[src/rtl/sr_ff_bank.sv]
// Bank of WIDTH independent clocked SR flip-flops with a configurable s=r=1 resolution
// (MODE) and an illegal-event flag; the counter exists only when SR_ILLEGAL_CNT_EN is defined.
module sr_ff_bank #(
  parameter int unsigned WIDTH = 4,
  parameter int unsigned MODE  = 0,
  parameter int unsigned CNT_W = 8
) (
  input  logic             clk,
  input  logic             rst,
  input  logic             en,
  input  logic [WIDTH-1:0] s,
  input  logic [WIDTH-1:0] r,
  input  logic             clr_cnt,
  output logic [WIDTH-1:0] q,
  output logic [WIDTH-1:0] q_bar,
  output logic             illegal,
  output logic [CNT_W-1:0] illegal_cnt
);

  logic [WIDTH-1:0] both_c;
  logic [WIDTH-1:0] tie_c;
  logic [WIDTH-1:0] q_nxt_c;
  logic             ill_evt_c;

  // Next state per channel; tie_c is the value taken when s=r=1
  always_comb begin
    both_c = s & r;
    case (MODE)
      0:       tie_c = '1;
      1:       tie_c = '0;
      2:       tie_c = ~q;
      default: tie_c = q;
    endcase
    q_nxt_c   = (q & ~(s | r)) | (s & ~r) | (both_c & tie_c);
    ill_evt_c = en & (|both_c);
  end

  // q_bar has its own flop loaded with the complement so it never lags or matches q
  always_ff @(posedge clk or posedge rst) begin
    if (rst) begin
      q       <= '0;
      q_bar   <= '1;
      illegal <= 1'b0;
    end else begin
      illegal <= ill_evt_c;
      if (en) begin
        q     <= q_nxt_c;
        q_bar <= ~q_nxt_c;
      end
    end
  end

`ifdef SR_ILLEGAL_CNT_EN
  localparam logic [CNT_W-1:0] CNT_MAX = '1;

  // Saturating event counter; a same-edge clear overrides the increment
  always_ff @(posedge clk or posedge rst) begin
    if (rst) begin
      illegal_cnt <= '0;
    end else if (clr_cnt) begin
      illegal_cnt <= '0;
    end else if (ill_evt_c && (illegal_cnt != CNT_MAX)) begin
      illegal_cnt <= illegal_cnt + CNT_W'(1);
    end
  end
`else
  logic unused_clr_cnt;
  assign unused_clr_cnt = clr_cnt;
  assign illegal_cnt    = '0;
`endif

endmodule

[config.mk]
export PLATFORM = sky130hd
export DESIGN_NAME = sr_ff_bank
export DESIGN_NICKNAME = d
export VERILOG_FILES = /design/src/rtl/sr_ff_bank.sv
export SDC_FILE = /design/constraint.sdc
export NUM_CORES = 1
export LEC_CHECK = 0
export BUFFER_PORTS_ARGS = -buffer_cell sky130_fd_sc_hd__buf_2
export CAP_MARGIN = 10
export CORE_AREA = 8 8 45 47
export DETAILED_ROUTE_END_ITERATION = 6
export DIE_AREA = 0 0 53 55
export PLACE_DENSITY_LB_ADDON = 0.15
export SLEW_MARGIN = 5
export SYNTH_ARGS = -nofsm -noshare
export SYNTH_HDL_FRONTEND = slang
export SYNTH_SLANG_ARGS = --single-unit
[constraint.sdc]
create_clock -name clk -period 0.81 [get_ports clk]
set_input_delay 0.081 -clock clk [delete_from_list [all_inputs] [get_ports clk]]
set_output_delay 0.081 -clock clk [all_outputs]
set_load 0.005 [all_outputs]
==> run_results.csv <==
group,metric,value,unit
critical_path,cp.required,0.73,ns
placement,dpl_cell_area,533,sq um
power,combPwrFrac,0.231,
placement,dp.cells,77,
final_layout,instances_no_fill,85,
clock_network,path_clk_slew,0.06,ns
placement,io_buffer_count,19,
critical_path,cp_max_fo,2,
timing,slew_violations,0,
grt,antenna_found_initial,0,
clock_network,cts_buffers,3,
synth,synth.avg_cell_area,10.4,sq um
timing,layout_setup_ws,-0.160,ns
final_layout,nets,82,
power,p_leak,0.000332,uW
power,pwr-share-seq,0.478,
critical_path,path_class,"register to output port",
placement,pre_cts_ws,-0.0138,ns
floorplan,die_y,55,microns
clock_network,clkLatencyLatePin,0.26,ns
clock_network,clockBufferDepth,2,
detailed_routing,postRouteAntennaNets,0,
final_layout,design_area,658,sq um
timing,hold_violations,0,
final_layout,drive_gt1_frac,0.493,
grt,grt_pass1_vias,377,
detailed_routing,vias_per_cell,4.51,
floorplan,die-area,0.00292,sq mm
synth,ys_ff_latch,9,
power,p_sw_frac,0.252,
critical_path,cp_slowest_cell,"dfstp_2",
detailed_routing,vias,383,
detailed_routing,remaining_drc_errors,0,
run_status,violations,"negative setup slack",
grt,grt_pass1_wl,1.63,mm
synth,syn_inst,44,
floorplan,initial_core_util,0.332,
critical_path,crit_chain,"buf_6",
placement,finalWeightedCongestion,0.796,
critical_path,worst_ep_arrival_time,0.89,ns
final_layout,most-common-layout-cells,"16 x buf_2, 8 x conb_1, 5 x dfrtp_1",
critical_path,cp-start-kind,"register",
critical_path,end_kind,"output port",
clock_network,h-tree-depth,1,
floorplan,chipWidth,53,microns
worst_hold_path,min_path_type,"input port to register",
clock_network,cts_tree,"built",
floorplan,row_count,14,
detailed_routing,first_pass_iters,2,
synth,yosys_warnings,0,
power,power_density,1730,mW/mm^2
timing,skew,0.00517,ns
detailed_routing,totalWireLength,1.12,mm
job,cap_violations,0,
timing,setup_tns,-0.822,ns
power,p_sw,288,uW
run_status,status,"finished with violations",
power,power.share.clock,0.291,
timing,hold_ws,0.00145,ns
detailed_routing,wl_per_cell,13.2,microns
clock_network,root_buffer,"clkbuf_4",
floorplan,ios,29,
grt,grt-ovfl-total,0,
detailed_routing,drt-initial-drc-count,7,
timing,finalCritPeriodShare,1.20,
grt,grt_usage,0.0798,
clock_network,cts.sinks,9,
placement,hpwl,854,microns
timing,rsz0062_at_grt,"yes",
final_layout,fillers,151,
timing,period_needed,0.970,ns
critical_path,slowest_delay,0.54,ns
synth,syn_area,459,sq um
synth,seq_area_frac_synth,0.501,
final_layout,syn2layout_area_growth,43.3,%
final_layout,final_common_cell,"buf_2",
timing,setup_viol,9,
final_layout,n_antenna_cell,0,
power,internal_power,853,uW
power,ir_worst_vdd,1.08,mV
grt,grt_max_degree,14,
timing,fmax,1030,MHz
floorplan,core,0.00138,sq mm
critical_path,critPathBufInv,1,
synth,synth_cell_types,12,
critical_path,critPathTopFamily,"flip-flops",
## metrics by stage
stage	utilization	power, uW
finish	0.476	1140
global route	0.476	1220
CTS	0.435	1110
detailed placement	0.385	742
global placement	0.385	736
floorplan	-	669
## final cells by class
type                            instances  area (sq um)  area share
Clock buffer                            4          26.3      0.0399
Inverter                                2          7.51      0.0114
Multi-Input combinational cell         31           223       0.338
Sequential cell                         9           230       0.350
Tap cell                               16          20.0      0.0304
Timing Repair Buffer                   23           151       0.230
## synthesized netlist by cell type
| library cell | n | share of area |
|---|---|---|
| a21oi_1 | 1 | 0.011 |
| a22o_1 | 4 | 0.076 |
| a22oi_1 | 2 | 0.033 |
| buf_4 | 9 | 0.15 |
| conb_1 | 1 | 0.0082 |
| dfrtp_1 | 5 | 0.27 |
| dfstp_2 | 4 | 0.23 |
| inv_1 | 2 | 0.016 |
| nand2_1 | 4 | 0.033 |
| nand2b_1 | 4 | 0.054 |
| nor2b_1 | 4 | 0.054 |
| o31ai_1 | 4 | 0.065 |
## repair_timing
| item | in CTS | in global routing |
|---|---|---|
| pin swaps | 1 | 4 |
| hold endpoints to repair | 8 | 2 |
| hold buffers | 3 | 1 |
| setup buffers | 0 | 1 |
| endpoints found under the setup margin | 12 | 13 |
| resized for setup | 2 | 10 |
## cell families (layout without fill, tap and decap cells)
group           Yosys count  count (layout)  share of synthesized area
compound gates           11              11                      0.185
buf+inv                  11              29                      0.163
flops                     9               9                      0.501
other cells               1               8                    0.00817
simple gates             12              12                      0.142
## registers in the layout (all words and copies together) (netlist names)
name / cells
illegal: 1
q: 4
q_bar: 4
## worst paths after layout
check / start / end / slack [ns] / cells past startpoint
max: q_bar[3]$_DFFE_PP1P_ / q_bar[3] / -0.16 / 1
min: s[0] / q_bar[0]$_DFFE_PP1P_ / 0.001 / 2
max reg2reg: q[2]$_DFFE_PP0P_ / q_bar[2]$_DFFE_PP1P_ / 0 / 2
min reg2reg: q_bar[2]$_DFFE_PP1P_ / q_bar[2]$_DFFE_PP1P_ / 0.50 / 2
max in group asynchronous: rst / q_bar[0]$_DFFE_PP1P_ / 0.19 / 3
min in group asynchronous: rst / illegal$_DFF_PP0_ / 0.32 / 3
## routing by layer
metal,part of all wire,GRT usage
met1,0.34,0.0683
met2,0.56,0.139
met3,0.074,0.0401
met4,0.024,0.0647
met5,0,0
## power by group through the flow
| stage | sequential (uW) | combinational (uW) | clock [uW] |
|---|---|---|---|
| 2_1_floorplan | 551 | 118 | 0 |
| 3_3_place_gp | 544 | 192 | 0 |
| 3_5_place_dp | 547 | 195 | 0 |
| 4_1_cts | 540 | 217 | 350 |
| 5_1_grt | 553 | 290 | 372 |
| 6_report | 545 | 263 | 332 |
Note: power is estimated with default switching activity, not from simulation.
